[src/rtl/fifo_out.sv]
// Keeps the leading KEEP_POINT samples of each NFFT-point FFT frame, packs sample
// pairs into 32-bit words and queues them in a circular buffer for a ready/valid sink.
module fifo_out #(
  parameter int NFFT       = 64,
  parameter int KEEP_POINT = 32,
  parameter int DEPTH_LOG2 = 6
) (
  input  logic                  clk,
  input  logic                  rst,
  input  logic [15:0]           data_in,
  input  logic                  data_valid,
  input  logic                  out_ready,
  output logic [31:0]           data_out,
  output logic                  out_valid,
  output logic [DEPTH_LOG2:0]   word_count,
  output logic                  frame_done,
  output logic                  overflow,
  output logic                  frame_err
);

  localparam int PW = (NFFT > 2) ? $clog2(NFFT) : 1;
  localparam int DEPTH = 1 << DEPTH_LOG2;
  localparam logic [PW-1:0] LAST_PT = PW'(NFFT - 1);
  localparam logic [PW-1:0] KEEP_LAST = PW'(KEEP_POINT - 1);
  localparam logic [DEPTH_LOG2:0] FULL_CNT = {1'b1, {DEPTH_LOG2{1'b0}}};

  typedef enum logic [1:0] {IDLE, KEEP, DISCARD} state_t;

  state_t                state_q;
  logic [PW-1:0]         pt_cnt_q;
  logic [15:0]           held_q;
  logic                  frame_done_q;
  logic                  frame_err_q;
  logic                  overflow_q;
  logic [DEPTH_LOG2-1:0] wr_ptr_q, rd_ptr_q;
  logic [DEPTH_LOG2:0]   count_q, count_d;
  logic [31:0]           mem [DEPTH];

  logic push, pop, full, wr_en;
  logic [31:0] word_in;

  always_comb begin
    push    = data_valid && (state_q == KEEP) && pt_cnt_q[0];
    word_in = {held_q, data_in};
    full    = (count_q == FULL_CNT);
    pop     = (count_q != '0) && out_ready;
    wr_en   = push && (!full || pop);
    unique case ({wr_en, pop})
      2'b10:   count_d = count_q + (DEPTH_LOG2+1)'(1);
      2'b01:   count_d = count_q - (DEPTH_LOG2+1)'(1);
      default: count_d = count_q;
    endcase
  end

  // Frame tracking: IDLE and KEEP-at-point-0 treat a valid sample identically,
  // the difference is only that a gap in KEEP at point 0 is a clean frame boundary.
  always_ff @(posedge clk) begin
    if (!rst) begin
      state_q      <= IDLE;
      pt_cnt_q     <= '0;
      held_q       <= '0;
      frame_done_q <= 1'b0;
      frame_err_q  <= 1'b0;
    end else begin
      frame_done_q <= 1'b0;
      unique case (state_q)
        IDLE: begin
          if (data_valid) begin
            held_q   <= data_in;
            pt_cnt_q <= PW'(1);
            state_q  <= KEEP;
          end
        end
        KEEP, DISCARD: begin
          if (data_valid) begin
            if (state_q == KEEP && !pt_cnt_q[0]) held_q <= data_in;
            if (pt_cnt_q == LAST_PT) begin
              pt_cnt_q     <= '0;
              frame_done_q <= 1'b1;
              state_q      <= KEEP;
            end else begin
              pt_cnt_q <= pt_cnt_q + PW'(1);
              if (state_q == KEEP && pt_cnt_q == KEEP_LAST) state_q <= DISCARD;
            end
          end else begin
            if (pt_cnt_q != '0) frame_err_q <= 1'b1;
            pt_cnt_q <= '0;
            held_q   <= '0;
            state_q  <= IDLE;
          end
        end
        default: state_q <= IDLE;
      endcase
    end
  end

  always_ff @(posedge clk) begin
    if (!rst) begin
      wr_ptr_q   <= '0;
      rd_ptr_q   <= '0;
      count_q    <= '0;
      overflow_q <= 1'b0;
    end else begin
      if (wr_en) wr_ptr_q <= wr_ptr_q + DEPTH_LOG2'(1);
      if (pop) rd_ptr_q <= rd_ptr_q + DEPTH_LOG2'(1);
      if (push && full && !pop) overflow_q <= 1'b1;
      count_q <= count_d;
    end
  end

  always_ff @(posedge clk) begin
    if (rst && wr_en) mem[wr_ptr_q] <= word_in;
  end

  assign data_out   = mem[rd_ptr_q];
  assign out_valid  = (count_q != '0);
  assign word_count = count_q;
  assign frame_done = frame_done_q;
  assign overflow   = overflow_q;
  assign frame_err  = frame_err_q;

endmodule

[config.mk]
export PLATFORM = sky130hd
export DESIGN_NAME = fifo_out
export DESIGN_NICKNAME = d
export VERILOG_FILES = /design/src/rtl/fifo_out.sv
export SDC_FILE = /design/constraint.sdc
export NUM_CORES = 2
export LEC_CHECK = 0
export BUFFER_PORTS_ARGS = -buffer_cell sky130_fd_sc_hd__buf_2
export CAP_MARGIN = 20
export CELL_PAD_IN_SITES_DETAIL_PLACEMENT = 1
export CELL_PAD_IN_SITES_GLOBAL_PLACEMENT = 2
export CORE_ASPECT_RATIO = 1.75
export CORE_MARGIN = 3
export CORE_UTILIZATION = 51
export DETAILED_ROUTE_END_ITERATION = 12
export PLACE_DENSITY_LB_ADDON = 0.1
export RECOVER_POWER = 25
export SYNTH_ARGS = -nofsm -noshare
export SYNTH_HDL_FRONTEND = slang
export SYNTH_SLANG_ARGS = --single-unit
export TNS_END_PERCENT = 20
[constraint.sdc]
create_clock -name clk -period 4.05 [get_ports clk]
set_input_delay 0 -clock clk [delete_from_list [all_inputs] [get_ports clk]]
set_output_delay 0 -clock clk [all_outputs]
set_load 0.005 [all_outputs]
==> results.txt <==
The run finished, with violations left. The final reports fail on capacitance limit, slew limit. The via count of the first global-routing pass came to 42300.

The first global-routing pass estimated 306 mm of wire. The final non-filler cell total is 6141. The count of input and output buffers came out at 62. The detailed placer's ending HPWL is 132 mm. Traced cell by cell, the critical path runs through buf_12 > buf_12 > mux4_2 > o22ai_1 > nor4_1 > nor2_1 > a21oi_1 > buf_2. The internal reg-to-reg setup slack is 0.66 ns.

The die height is 531 um. The worst endpoint data arrival time is 3.88 ns. The slowest stage of the critical path belongs to the cell sky130_fd_sc_hd__dfxtp_4.

The tightest slew margin relative to the limit came out at -146%. The synthesis-stage register bit count came out at 2100. The weighted congestion at the end of routability-driven global placement is 0.805. The die width is 306 um. The worst setup path is captured at a primary output. The areal power density over the cells is 529 nW/um^2.

In the post-synthesis netlist, the biggest area contributors are sky130_fd_sc_hd__edfxtp_1 (77%), sky130_fd_sc_hd__mux4_2 (14%), sky130_fd_sc_hd__dfxtp_1 (1.3%). The tree is rooted in a sky130_fd_sc_hd__clkbuf_16. The total clock sinks came out at 2100. For the worst-skew pair, the clock arrives at the later sink with an insertion delay of 0.82 ns.

The number of instances in the synthesized netlist came out at 3660. The total iterations of the first detailed-routing run is 5. The critical path runs through a total of 8 cells. The final-stage net count is 3986. The power share of the combinational group came out at 13.2%. The peak fanout along the critical path came out at 24. The register clock-pin slew on the reported worst setup and hold paths came out at 0.07 ns. The critical path ends at data_out[15]. For this configuration, the core starts out at a cell density of 51.4%. The number of setup violations in the final report is 0. Entering global routing, the biggest net connects 85 pins. The share of total power in the clock network came out at 36.2%. The average footprint of a synthesized cell came out at 21.9 um^2.

The synthesized design contains 2048 enable-type register cells. The die covers 163000 um^2. The clock tree synthesis step divided the H-tree into 4 levels. The sum of negative setup slack came out at 0 ns. The endpoint of the most critical register-to-register path is mem[4][22]$_DFFE_PP_.

Setup repair after global routing left no endpoint under its margin. The area share of the largest cell type after synthesis is 76.6%. The timing-limited maximum frequency came out at 0.258 GHz.

The max-capacitance violation count came out at 15. The leakage power figure came out at 27.7 nW. Of all cell types, the one taking the most synthesized area is sky130_fd_sc_hd__edfxtp_1.

The area added between synthesis and finish came out at 13.6%. The worst setup path is launched from a register. The number of pins with negative max-slew slack in the final report is 927. Buffers inserted during clock tree synthesis total 188. The net switching component of the power is 11.4 mW.

VDD sags by at most 0.382 mV. The final period demand of the worst path came out at 3.88 ns. The number of design rule violations left after detail routing came out at 0.

The netlist area before placement came out at 80300 um^2. The most repeated library cell on the critical path is sky130_fd_sc_hd__buf_12. The count of different cell masters after synthesis came out at 65.

The count of buffering cells on the critical path with inverters included came out at 3. The worst clock skew came out at 0.0610 ns. The startpoint identified for the worst register-to-register timing path is state_q[1]$_SDFFE_PN0P_. On the worst path, the slowest cell contributes a delay of 0.77 ns. Global routing used 26.4% of the available tracks across all layers. The share of synthesized area occupied by flip-flops and latches is 77.8%. The part of the cycle the worst path needs came out at 95.8%. The number of placement rows came out at 192.

The routed layout has 38700 vias. Counting along the longest clock path gives a buffer depth of 4. TritonCTS built the clock tree. The number of nets with antenna violations after detailed routing is 0.

The number of placed instances, taps included is 5772. The kind of critical path is register to primary output. After synthesis, the share of flip-flops with an asynchronous set or reset is 0%. The vias per cell is 6.30. The main flop type after synthesis is sky130_fd_sc_hd__edfxtp_1. Grouping stages by cell kind, the critical path spends the most delay in flip-flops. The initial antenna violation count is 4. The detailed-route wire length per cell came out at 34.6 um. In this run the worst hold path is classified as input pin to register. In this run the count of I/O pins placed on the die edge is 63.

The number of design-rule violations left by the first detailed-router iteration is 3543. The area of the placeable core came out at 156000 um^2. The total of warnings raised by yosys came out at 0. The fraction of power consumed by sequential logic is 50.6%. The final hold violation count is 0. The worst register-to-register path has a depth of 9. The net count of the mapped netlist is 3689. The required time reported for the critical path endpoint is 4.05 ns.

The remaining global-route overflow is 0. The routed design has 213 mm of wire. Summing internal, switching and leakage power gives 48.3 mW. The actual transition at the worst max-transition pin came out at 3.69 ns. The post-route netlist has 27.9% of its cells at a drive strength greater than 1. The internal portion of total power came out at 36.9 mW.

The switching fraction of total power came out at 23.5%.
-- power groups by stage --
stage	Sequential (mW)	Combinational (mW)	Clock, mW
2_1_floorplan	24.8	4.29	0
3_3_place_gp	25.0	5.99	0
3_5_place_dp	25.0	6.21	0
4_1_cts	24.5	6.26	17.9
5_1_grt	24.4	6.80	18.7
6_report	24.4	6.36	17.5
-- cell usage after synthesis (18+ instances only) --
cell                       count
sky130_fd_sc_hd__o221ai_1     21
sky130_fd_sc_hd__buf_4        58
sky130_fd_sc_hd__nand3_1      36
sky130_fd_sc_hd__nor4_1       25
sky130_fd_sc_hd__mux2i_1      88
sky130_fd_sc_hd__a211oi_1     18
sky130_fd_sc_hd__nor2_1      140
sky130_fd_sc_hd__edfxtp_1   2048
sky130_fd_sc_hd__o21ai_0      27
sky130_fd_sc_hd__nor2b_1      20
sky130_fd_sc_hd__mux4_2      503
sky130_fd_sc_hd__o22ai_1     109
sky130_fd_sc_hd__nor3_1       19
sky130_fd_sc_hd__a21oi_1      58
sky130_fd_sc_hd__mux2_2       20
sky130_fd_sc_hd__buf_2        55
sky130_fd_sc_hd__nand2_1      99
sky130_fd_sc_hd__clkbuf_1     67
sky130_fd_sc_hd__dfxtp_1      52
sky130_fd_sc_hd__nand2b_1     18
-- cells in the final DEF, fill, tap and decap left out, drive strengths merged, types with 9 or more instances in the layout --
cell type / Yosys / layout
buf: 129 / 268
edfxtp: 2048 / 2048
bufinv: 0 / 18
ha: 9 / 9
mux2: 20 / 20
dfxtp: 52 / 52
nor2: 140 / 140
o22ai: 109 / 109
nand4: 11 / 11
nor3: 19 / 19
xor2: 9 / 9
o22a: 12 / 12
a31oi: 15 / 15
inv: 10 / 15
clkbuf: 68 / 241
dlygate4sd3: 0 / 20
nor2b: 20 / 20
nand2: 99 / 99
o221ai: 21 / 21
mux4: 503 / 503
a21oi: 58 / 58
nand3: 36 / 36
nand2b: 18 / 18
o21ai: 27 / 27
nor4: 26 / 26
mux2i: 88 / 88
a211oi: 18 / 18
clkinv: 0 / 80
-- metrics by stage --
stage | hold slack (ns) | util, % | setup WS (ns) | instance area, um^2
after floorplan | 0.0989 | - | 0.517 | 80300
after global placement | 0.393 | 54.3 | 0.649 | 84900
after detailed placement | 0.396 | 54.3 | 0.656 | 85000
after CTS | 0.181 | 58.2 | 0.0128 | 91100
after global routing | 0.229 | 58.4 | 0.0121 | 91300
final | 0.219 | 58.4 | 0.168 | 91300
-- worst min-delay path by stage --
stage / endpoint / cells past startpoint / start / slack [ns]
2_1_floorplan: mem[0][0]$_DFFE_PP_ / 0 / data_in[0] / 0.1
3_3_place_gp: frame_done / 1 / frame_done$_SDFF_PN0_ / 0.39
3_5_place_dp: frame_done / 1 / frame_done$_SDFF_PN0_ / 0.40
4_1_cts: word_count[3]$_SDFFE_PN0P_ / 4 / rst / 0.18
5_1_grt: word_count[4]$_SDFFE_PN0P_ / 4 / rst / 0.23
6_report: word_count[3]$_SDFFE_PN0P_ / 4 / rst / 0.22
-- worst register-to-register path: stages (launching register included) --
cell	delay, ns
sky130_fd_sc_hd__dfxtp_1	0.35
sky130_fd_sc_hd__inv_1	0.11
sky130_fd_sc_hd__ha_1	0.26
sky130_fd_sc_hd__nand3_1	0.29
sky130_fd_sc_hd__a31oi_2	0.52
sky130_fd_sc_hd__nor3b_1	0.34
sky130_fd_sc_hd__nand3_1	0.18
sky130_fd_sc_hd__buf_4	0.23
sky130_fd_sc_hd__nor2_4	0.11
sky130_fd_sc_hd__buf_4	0.54
-- cell type report --
class / instances / area, um^2
fill: 12900 / 65100
inverter: 10 / 37.5
multi-input combinational: 1353 / 17200
sequential: 2100 / 62600
clock inverter: 111 / 1010
clock buffer: 225 / 4910
antenna: 1 / 2.50
timing repair buffer: 304 / 3030
tap: 2037 / 2550
-- logic make-up after synthesis --
| group | after synthesis | synth area share (%) |
|---|---|---|
| and+or+nand+nor | 408 | 2.41 |
| adders and majority gates | 9 | 0.140 |
| AOI/OAI and AO/OA | 311 | 2.59 |
| muxes | 611 | 15.5 |
| DFF | 2100 | 77.8 |
| xor gates and xnor gates | 14 | 0.153 |
| buffers and inverters | 207 | 1.38 |
-- layer usage --
metal  track usage [%]  wire [um]
met5                 0         13
met4              8.45       7130
met3              2.62       9920
met2              49.4     117000
met1              32.4      78000
-- flip-flops by register name, summed over array words and instances, names as in the netlist, named ones only --
signal      flops
rd_ptr_q        6
frame_done      1
mem          2048
overflow        1
word_count      7
frame_err       1
pt_cnt_q        6
wr_ptr_q        6
state_q         2
held_q         16
-- timing repair --
action | 4_1_cts | 5_1_grt
endpoints found under the setup margin | 1 | 3
pin swaps | 0 | 0
gates resized for setup | 1 | 1
cloned | 0 | 0
hold buffers | 20 | 0
buffers inserted | 0 | 1
hold endpoints to repair | 940 | 0
No activity file was read; power rests on OpenSTA's default activity.
